<file path="src/rtl/id_stage_pipelined.sv">
// id_stage_pipelined -- single-stage instruction decode with operand bypass,
// immediate generation, optional load-use stall and a registered output slot.
//
// Build option: define ID_LOAD_USE_STALL_EN to enable load-use hazard
// detection. Without it the hazard is tied low and stall_cycles stays 0.
//
// Ports
//   clock, reset            : rising-edge clock, async active-high reset
//   in_valid/in_ready       : fetch-side handshake
//   in_instr, in_pc         : fetched instruction and its PC
//   rf_raddr1/2, rf_rdata1/2: combinational register-file read
//   byp_valid/rd/data       : NUM_BYP write-back bypass sources, index 0 youngest
//   ex_is_load, ex_rd       : instruction currently in EX (load-use detection)
//   flush                   : squash the decode and the output register
//   out_valid/out_ready     : EX-side handshake
//   out_*                   : registered decoded fields and operands
//   stall_cycles            : saturating count of hazard-stall cycles

// Per-operand select: lowest-index matching bypass wins, x0 always reads 0.
module id_opsel #(
  parameter int XLEN    = 32,
  parameter int NUM_BYP = 2
) (
  input  logic [4:0]              rs,
  input  logic [XLEN-1:0]         rf_data,
  input  logic [NUM_BYP-1:0]      byp_valid,
  input  logic [5*NUM_BYP-1:0]    byp_rd,
  input  logic [XLEN*NUM_BYP-1:0] byp_data,
  output logic [XLEN-1:0]         op
);
  always_comb begin
    op = rf_data;
    // Walk oldest to youngest so the youngest match overwrites.
    for (int i = NUM_BYP - 1; i >= 0; i--) begin
      if (byp_valid[i] && byp_rd[i*5 +: 5] == rs) op = byp_data[i*XLEN +: XLEN];
    end
    if (rs == 5'd0) op = '0;
  end
endmodule

module id_stage_pipelined #(
  parameter int XLEN    = 32,
  parameter int NUM_BYP = 2
) (
  input  logic                    clock,
  input  logic                    reset,
  input  logic                    in_valid,
  output logic                    in_ready,
  input  logic [31:0]             in_instr,
  input  logic [XLEN-1:0]         in_pc,
  output logic [4:0]              rf_raddr1,
  output logic [4:0]              rf_raddr2,
  input  logic [XLEN-1:0]         rf_rdata1,
  input  logic [XLEN-1:0]         rf_rdata2,
  input  logic [NUM_BYP-1:0]      byp_valid,
  input  logic [5*NUM_BYP-1:0]    byp_rd,
  input  logic [XLEN*NUM_BYP-1:0] byp_data,
  input  logic                    ex_is_load,
  input  logic [4:0]              ex_rd,
  input  logic                    flush,
  output logic                    out_valid,
  input  logic                    out_ready,
  output logic [XLEN-1:0]         out_opA,
  output logic [XLEN-1:0]         out_opB,
  output logic [XLEN-1:0]         out_imm,
  output logic [XLEN-1:0]         out_pc,
  output logic [31:0]             out_instr,
  output logic [6:0]              out_opcode,
  output logic [4:0]              out_rs1,
  output logic [4:0]              out_rs2,
  output logic [4:0]              out_rd,
  output logic [2:0]              out_funct3,
  output logic [6:0]              out_funct7,
  output logic [15:0]             stall_cycles
);
  typedef struct packed {
    logic [XLEN-1:0] opa;
    logic [XLEN-1:0] opb;
    logic [XLEN-1:0] imm;
    logic [XLEN-1:0] pc;
    logic [31:0]     instr;
  } dec_t;

  logic [6:0] opcode;
  logic [4:0] rs1, rs2;
  assign opcode = in_instr[6:0];
  assign rs1    = in_instr[19:15];
  assign rs2    = in_instr[24:20];

  assign rf_raddr1 = rs1;
  assign rf_raddr2 = rs2;

  // Operand select, one instance per source operand.
  logic [1:0][4:0]      rs_sel;
  logic [1:0][XLEN-1:0] rf_sel, op_sel;
  assign rs_sel = {rs2, rs1};
  assign rf_sel = {rf_rdata2, rf_rdata1};

  for (genvar g = 0; g < 2; g++) begin : g_op
    id_opsel #(.XLEN(XLEN), .NUM_BYP(NUM_BYP)) u_sel (
      .rs        (rs_sel[g]),
      .rf_data   (rf_sel[g]),
      .byp_valid (byp_valid),
      .byp_rd    (byp_rd),
      .byp_data  (byp_data),
      .op        (op_sel[g])
    );
  end

  // Immediate generation, built at 32 bits then sign-extended to XLEN.
  logic [31:0]     imm32;
  logic [XLEN-1:0] imm;
  always_comb begin
    imm32 = '0;
    case (opcode)
      7'b0010011, 7'b0000011, 7'b1100111:
        imm32 = {{21{in_instr[31]}}, in_instr[30:20]};
      7'b0100011:
        imm32 = {{21{in_instr[31]}}, in_instr[30:25], in_instr[11:7]};
      7'b1100011:
        imm32 = {{20{in_instr[31]}}, in_instr[7], in_instr[30:25], in_instr[11:8], 1'b0};
      7'b0110111, 7'b0010111:
        imm32 = {in_instr[31:12], 12'b0};
      7'b1101111:
        imm32 = {{12{in_instr[31]}}, in_instr[19:12], in_instr[20], in_instr[30:21], 1'b0};
      default: imm32 = '0;
    endcase
  end
  assign imm = XLEN'($signed(imm32));

  // Load-use hazard: rs2 only matters for opcodes that actually read it.
  logic hazard;
`ifdef ID_LOAD_USE_STALL_EN
  logic uses_rs2;
  assign uses_rs2 = (opcode == 7'b0110011) || (opcode == 7'b0100011) || (opcode == 7'b1100011);
  assign hazard   = ex_is_load && (ex_rd != 5'd0) &&
                    ((ex_rd == rs1) || ((ex_rd == rs2) && uses_rs2));
`else
  logic unused_ex;
  assign unused_ex = ^{ex_is_load, ex_rd};
  assign hazard    = 1'b0;
`endif

  logic accept;
  assign in_ready = !hazard && !flush && (!out_valid || out_ready);
  assign accept   = in_valid && in_ready;

  dec_t dec_d, dec_q;
  assign dec_d = '{opa: op_sel[0], opb: op_sel[1], imm: imm, pc: in_pc, instr: in_instr};

  // Output slot. flush wins over everything; in_ready already excludes flush,
  // so the accept branch can never fire in the same cycle.
  always_ff @(posedge clock or posedge reset) begin
    if (reset) begin
      out_valid <= 1'b0;
      dec_q     <= '0;
    end else if (flush) begin
      out_valid <= 1'b0;
    end else if (accept) begin
      out_valid <= 1'b1;
      dec_q     <= dec_d;
    end else if (out_ready) begin
      out_valid <= 1'b0;
    end
  end

  always_ff @(posedge clock or posedge reset) begin
    if (reset)
      stall_cycles <= '0;
    else if (in_valid && hazard && !flush && stall_cycles != 16'hFFFF)
      stall_cycles <= stall_cycles + 16'd1;
  end

  // Field outputs are slices of the registered instruction, so they are
  // registered too and read as zero after reset.
  assign out_opA    = dec_q.opa;
  assign out_opB    = dec_q.opb;
  assign out_imm    = dec_q.imm;
  assign out_pc     = dec_q.pc;
  assign out_instr  = dec_q.instr;
  assign out_opcode = dec_q.instr[6:0];
  assign out_rd     = dec_q.instr[11:7];
  assign out_funct3 = dec_q.instr[14:12];
  assign out_rs1    = dec_q.instr[19:15];
  assign out_rs2    = dec_q.instr[24:20];
  assign out_funct7 = dec_q.instr[31:25];
endmodule

</file>
<file path="config.mk">
export PLATFORM = sky130hd
export DESIGN_NAME = id_stage_pipelined
export DESIGN_NICKNAME = d
export VERILOG_FILES = /design/src/rtl/id_stage_pipelined.sv
export SDC_FILE = /design/constraint.sdc
export NUM_CORES = 1
export LEC_CHECK = 0
export ABC_AREA = 0
export CAP_MARGIN = 25
export CORE_AREA = 5 5 167 169
export CTS_CLUSTER_DIAMETER = 60
export DETAILED_ROUTE_END_ITERATION = 8
export DIE_AREA = 0 0 172 174
export DONT_BUFFER_PORTS = 1
export PLACE_DENSITY = 0.58
export SLEW_MARGIN = 40
export SYNTH_ARGS = -nofsm -noshare
export SYNTH_HDL_FRONTEND = slang
export SYNTH_SLANG_ARGS = --single-unit
</file>
<file path="constraint.sdc">
create_clock -name clock -period 4.92 [get_ports clock]
set_input_delay 0.246 -clock clock [delete_from_list [all_inputs] [get_ports clock]]
set_output_delay 0.246 -clock clock [all_outputs]
set_load 0.01 [all_outputs]
</file>
-- Word level (Yosys, flattened, before mapping)
Index checks and enable logic that the tools add are counted.
- output and inout bits: 220
- flip-flop bits (word level): 161
- logic and storage cells: 44
- bitwise gates (word level): 1
- equal/unequal tests: 12
- reduce and logical (&&, ||, !) cells: 15
- mux-type cells: 10
- operator list (operator ; number):
    32-bit 2-to-1 mux ; 6
    32-bit case mux with 5 select lines ; 1
    7-bit equality test, second input constant ; 3
    5-bit equality test ; 4
    7-bit by 5-bit equality test with 1-bit output, second input constant ; 2
    7-bit by 6-bit equality test with 1-bit output, second input constant ; 2
    5-bit zero test ; 2
    7-bit by 2-bit equality test with 1-bit output, second input constant ; 1
    1-bit logical AND ; 6
    1-bit 2-to-1 mux ; 3
    3-bit nonzero test ; 1
    3-bit OR reduction ; 1
    1-bit zero test ; 2
    2-bit AND reduction ; 1
    2-bit OR reduction ; 1
    1-bit logical OR ; 1
    1-bit NOT ; 1

-- Logic depth before layout (Yosys ltp)
Gate-level depths: netlist (run 1).
- word-level depth: 6
- depth in mapped cells: 8
- gate-level depth less buffers: 5

-- By module
A second synthesis (run 1) with hierarchy kept.
- cells, all modules: 1155
- area total of the unflattened synthesis: 9292.7 µm²
- by module, submodules not included (module ; cells an instance ; times used ; seq. area each (µm²) ; area an instance (µm²)):
    id_stage_pipelined ; 763 ; 1 ; 4028.9 ; 6785.3
    id_opsel ; 196 ; 2 ; 0.0 ; 1253.7

-- Least setup slack after synthesis (run 1)
No wires, ideal clock.
- path type: input port to flip-flop
- start point: input in_instr[22]
- end point: register dec_q (netlist bit out_opB[20])
- data required time: 4.784 ns
- stages on the path: 8
- path slack: 3.301 ns
- data arrival time: 1.483 ns
- cell sequence: buf_6 > xor2_1 > nor4_1 > and3_1 > buf_6 > buf_12 > mux2i_1 > o221ai_2
- longest elaborated chain between the ends: 5
- ends and longest elaborated chain (element ; RTL line ; text):
    from (decl) ; 49 ; input logic [31:0] in_instr,
    5-bit equality test ; 35 ; if (byp_valid[i] && byp_rd[i*5 +: 5] == rs) op = byp_data[i*XLEN +: XLEN];
    1-bit logical AND ; 35 ;
    32-bit 2-to-1 mux (2 in a row) ; 35 ;
    32-bit 2-to-1 mux (*) ; 37 ; if (rs == 5'd0) op = '0;
    to (signal assigned) ; 156 ; dec_q <= '0;
    to (signal assigned) ; 161 ; dec_q <= dec_d;
    to (decl) ; 148 ; dec_t dec_d, dec_q;
Mark *: on every way between the ends. The rest lies on a longest branch, timed or not.
A chain may end at the register's enable or synchronous reset.

-- Worst setup path after layout (run 1)
- start point: register out_valid
- end point: register dec_q (netlist bit out_opB[15])
- longest elaborated chain between the ends: 5
- ends and longest elaborated chain (element ; RTL line ; text):
    from (decl) ; 61 ; output logic out_valid,
    from (signal assigned) ; 155 ; out_valid <= 1'b0;
    from (signal assigned) ; 158 ; out_valid <= 1'b0;
    from (signal assigned) ; 160 ; out_valid <= 1'b1;
    1-bit zero test ; 145 ; assign in_ready = !hazard && !flush && (!out_valid || out_ready);
    1-bit logical OR ; 145 ;
    1-bit logical AND ; 145 ;
    1-bit logical AND ; 146 ; assign accept = in_valid && in_ready;
    2-bit AND reduction (no line) ; - ;
Every way passes these cells.

==> out/results.tsv, run 1 <==
metric	value	unit
clock_latency	420	ps
hold_end	out_imm[23]	
register_area	4029	um2
drv_cap	0	
grt_pass1_wl	39.56	mm
multiInputGateArea	3271	um2
clock_skew	13.71	ps
r2r_start	out_valid	
ys.flop_type	dfrtp_1	
slew_viol_final	0	
fillers	2633	
crit_arrival	2770	ps
ys_warn_count	0	
firstDrtPassIters	4	
finalHoldViolCount	0	
via_per_inst	5.128	
crit_required	5230	ps
placed_cell_area	7935	um2
grt-ovfl-total	0	
wl	26.99	mm
holdPathStages	2	
hold_start	in_instr[23]	
wl_per_cell	22.66	um
worst_slew_pin_slew	717.3	ps
drt-initial-drc-count	364	
ff2ff_path_depth	5	
die_h	174	um
tritoncts	yes	
cp-start-kind	flop	
cts_inserted_buffers	17	
setup_viol	0	
period_needed	2456	ps
hold_path.class	primary input to flop	
start_util	30.60	%
ys_ff_latch	161	
synth_area_leaders	dfrtp_1, nand2_1, mux2i_1	
core_region_area	26430	um2
synth_cell_type_count	39	
setup_ws	2464	ps
status	finished, final reports clean	
clockBufferDepth	2	
async_flop_share	100.0	%
drc	0	
fin_crit_sh	49.92	%
path_class	flop to flop	
grt_max_degree	117	
yosysSeqAreaShare	49.82	%
cp-end-kind	flop	
cts_max_level	4	
synth_edf_count	0	
yosysTopAreaCell	dfrtp_1	
io_buffers	0	
detail-route-antenna-nets	0	
syn_area_per_cell	9.627	um2
die_area	29930	um2
grt_pass1_vias	6333	
power_density	388.0	nW/um2
cp_max_fo	53	
ios	435	
nNetsFinal	1050	
track_usage	17.22	%
rows	60	
irDropWorstVdd	0.2096	mV
netlist.area_leader.share	49.82	%
design_area	9239	um2
max_freq	407.2	MHz
vias	6107	
cts_num_sinks	161	
syn_inst	840	
antenna_found_initial	2	
r2r-end	out_opB[15]	
slew_headroom	52.18	%
syn_to_final_growth	14.25	%
p_leak	4.167	nW
fin_setup_tns	0	ps
drive_above_1_share	7.901	%
grt_setup_unrepaired	false	
fp.dieW	172	um
syn_area	8087	um2
clk_pin_slew_worst_paths	70	ps
gp_congestion	0.7915	
clockRootBuffer	clkbuf_16	
place_ws	2229	ps
rrSetupSlack	2460	ps
dp_hpwl	19.15	mm
cts_setup_buffers	0	
## Yosys cell counts (7+ instances only)
cell,n
nand2_1,274
dfrtp_1,161
mux2i_1,64
buf_4,59
o221ai_1,54
inv_1,35
clkbuf_1,31
o21ai_0,15
a21oi_1,14
xor2_1,14
a22o_1,13
nor2_1,11
o221ai_2,10
and2_1,8
nor3_1,8
o221a_2,8
buf_2,7
## placed cells by master (no fill, tap or decap), types with 3 or more instances in the layout
cell,count
bufinv_16,3
nor3_1,8
buf_4,5
nor2_1,11
nor2b_1,4
clkbuf_16,17
o221a_2,8
o21ai_0,15
inv_1,34
mux2i_1,64
conb_1,16
o221ai_2,10
and2_1,8
nand2_1,274
nand2b_1,3
inv_6,4
inv_8,5
dfrtp_1,161
dlygate4sd3_1,67
xor2_1,14
a21oi_1,14
a22o_1,13
nor4_1,4
xnor2_1,6
o221ai_1,54
## through the flow
step | power, mW | std cells | hold WS, ps | util, %
after global routing | 3.776 | 1191 | 21.30 | 34.96
after floorplan | 2.090 | 855 | 312.4 | -
after detailed placement | 2.142 | 1090 | 278.3 | 30.03
after CTS | 3.645 | 1189 | 3.280 | 34.91
after global placement | 2.129 | 1090 | 286.5 | 30.00
final | 3.585 | 1191 | 27.67 | 34.96
## critical path, cell delays in order (launching register included)
cell and delay, ps:
dfrtp_1 450, nand2b_1 160, nand3_4 510, a21oi_1 510
nand2b_4 340, o221ai_1 300
## flip-flops by register name, indices dropped and copies added, names as in the netlist
register and count:
out_imm 32, out_instr 32, out_opA 32, out_opB 32
out_pc 32, out_valid 1
## how the worst max path moves through the flow
stage,startpoint,endpoint,slack (ps),cells past startpoint
finish,out_valid,out_opB[15],2460,5
global route,out_valid,out_opB[30],2240,5
CTS,out_valid,out_opB[15],2200,5
detailed placement,out_valid,out_opB[15],2230,5
global placement,out_valid,out_opB[16],2310,5
floorplan,reset,out_imm[0],330,1
## cell families (layout without fill, tap and decap cells)
logic type,after synthesis,after routing,share of synthesized area [%]
simple gates,325,325,16.51
flops,161,161,49.82
buf+inv,148,141,10.89
compound gates,121,121,12.64
mux,64,64,7.922
xor+xnor,20,20,2.166
other cells,1,18,0.04637
## cell type report
type | instances | share of cell area, %
clock buffer | 18 | 4.645
sequential | 161 | 43.61
tap | 341 | 4.618
inverter | 35 | 1.503
clock inverter | 14 | 2.072
multi-input combinational | 546 | 35.40
antenna | 2 | 0.05417
timing repair buffer | 74 | 8.099
## what timing repair did
item                                   4_1_cts  5_1_grt
endpoints found under the hold margin      152        0
gates resized for setup                      0        0
hold buffers                                67        0
## layer usage
metal	vias to the layer above	GRT usage, %	wire length (um)	part of all wire [%]
li1	2764	-	-	-
met5	-	0	0	0
met4	0	4.258	350	1.3
met2	336	29.14	13410	50
met3	17	6.709	2985	11
met1	2990	20.49	10250	38
## where the power goes
group / internal, mW / switching, mW
clock network: 0.821 / 0.604
logic: 0.172 / 0.218
registers: 1.50 / 0.269
Power figures use the tool's default switching activity.
==> inputs of run 2 (changes only) <==
Settings changed: ABC_AREA 0 to 1, PLACE_DENSITY 0.58 to 0.61.
Clock period 4.92 ns to 2.5 ns, I/O delays scaled along.
==> run 2 against run 1 <==
First-iteration DRC count grew to 2.8 times the previous value. Critical path depth up 6. Via count grew 54%. Register-to-register slack lost 2300 ps. Routed wire length is 37% higher.
==> out/results.tsv, run 2 <==
metric	value	unit
post-route-util	44.77	%
ys.flop_type	dfrtp_1	
synth_common_cells	nand2_1, nand3_1, dfrtp_1, nor2_1, buf_4	
syn_to_final_growth	29.85	%
fin_worst_hold_slack	21.93	ps
power_frac_seq	47.2	%
clockRootBuffer	clkbuf_16	
mostFrequentLayoutCell	nand2_1	
netlist.area_leader.share	44.22	%
irDropWorstVdd	0.3713	mV
crit_chain	dlygate4sd3_1 -> inv_2 -> nand2_1 -> nand2_1 -> nor2_4 -> buf_4 -> nand3_1 -> nand3_1 -> dlygate4sd3_1 -> nand2_1 -> nand2_1	
yosysSeqAreaShare	44.22	%
path_class	primary input to flop	
fin_setup_tns	0	ps
nNetsFinal	1670	
dpl.cell_count	1556	
power_density	626.1	nW/um2
dp_hpwl	23.10	mm
yosysTopAreaCell	dfrtp_1	
synth_cell_type_count	24	
via_per_inst	5.196	
syn_area	9111	um2
die_h	174	um
design_area	11830	um2
drc	0	
final_cell_mix	nand2_1, dlygate4sd3_1, nand3_1, dfrtp_1, nor2_1	
cts_num_sinks	161	
setup_viol	0	
crit_arrival	2790	ps
intPower	4.829	mW
finalNonFillerCells	1810	
status	finished, final reports clean	
async_flop_share	100.0	%
slew_headroom	51.23	%
start_util	34.48	%
grt_setup_unrepaired	false	
grt_pass1_wl	53.98	mm
wl	36.89	mm
syn_area_per_cell	6.950	um2
power	7.408	mW
antenna_found_initial	3	
sw_frac_of_total	34.81	%
place_ws	523.3	ps
cp-start-kind	primary input	
io_buffers	0	
slowest_stage	dlygate4sd3_1	
cp_max_fo	23	
critPathTopFamily	buffers and inverters	
slew_viol_final	0	
critical_path.max_stage_delay	660	ps
clock_latency	430	ps
p_leak	6.254	nW
hold_path.class	primary input to flop	
rows	60	
cts_max_level	4	
clk_pin_slew_worst_paths	80	ps
die_area	29930	um2
firstDrtPassIters	6	
cp_common_cell	nand2_1	
cts_inserted_buffers	17	
track_usage	23.06	%
vias	9405	
power_switching	2.578	mW
placed_cell_area	8967	um2
drv_cap	0	
worst_slew_pin_slew	731.5	ps
setup_ws	77.06	ps
clock_skew	11.74	ps
grt_pass1_vias	9413	
syn_inst	1311	
tritoncts	yes	
crit_required	2870	ps
max_freq	412.7	MHz
fin_crit_sh	96.92	%
synth_area_leaders	dfrtp_1, nand2_1, nand3_1	
ys_ff_latch	161	
drt-initial-drc-count	1007	
detail-route-antenna-nets	0	
clockBufferDepth	2	
critPathBufInv	4	
synth_edf_count	0	
yosysMostFrequentCell	nand2_1	
grt_max_degree	100	
fp.dieW	172	um
finalHoldViolCount	0	
drive_above_1_share	6.335	%
ys_warn_count	0	
share_comb_of_total_power	15.9	%
gp_congestion	0.9348	
wl_per_cell	20.38	um
grt-ovfl-total	0	
period_needed	2423	ps
pwr-share-clk	36.9	%
cp-end-kind	flop	
ios	435	
core_region_area	26430	um2
## run 2: final timing paths
path | startpoint | end | slack, ps | depth (start not counted)
worst max-delay path | in_instr[22] | out_opB[15] | 80 | 11
worst min-delay path | byp_data[61] | out_opB[29] | 20 | 4
worst max register to register | out_valid | out_opB[9] | 130 | 9
worst min register to register | out_pc[11] | out_pc[11] | 550 | 2
max in group asynchronous | reset | out_imm[22] | 1410 | 4
min in group asynchronous | reset | out_opB[6] | 250 | 3
## run 2: routing by layer
layer / vias to the layer above / track usage, % / part of all wire [%]
met1: 4325 / 27.81 / 37
met4: 0 / 10.68 / 4.9
met2: 655 / 37.20 / 47
li1: 4280 / - / -
met3: 145 / 7.528 / 11
met5: - / 0 / 0
## run 2: cells by family after synthesis
kind of cell / synth area share (%)
other cells: 0.04116
compound gates: 1.497
flops: 44.22
buf+inv: 11.47
simple gates: 42.78
## run 2: area by class of cell
type	count	area (um2)
antenna	1	2.502
inverter	50	196.4
multi-input combinational	989	4148
fill	2521	14590
sequential	161	4029
clock buffer	17	425.4
tap	341	426.7
timing repair buffer	236	2402
clock inverter	15	201.4
## run 2: power by group through the flow
stage / logic, mW / registers (mW) / clock network (mW)
floorplan: 0.836 / 3.35 / 0
global placement: 0.786 / 3.54 / 0
detailed placement: 0.822 / 3.53 / 0
CTS: 1.13 / 3.49 / 2.81
global route: 1.31 / 3.54 / 2.91
finish: 1.17 / 3.50 / 2.74
## run 2: worst min-delay path, cell delays in order
cell	delay, ps
nand3_1	60
nand3_1	80
nand2_1	90
nand2_1	60
## run 2: timing repair
action / CTS / global route
endpoints found under the setup margin: 0 / 15
resized for setup: 0 / 1
buffers inserted: 0 / 6
hold buffers: 213 / 0
endpoints found under the hold margin: 212 / 0
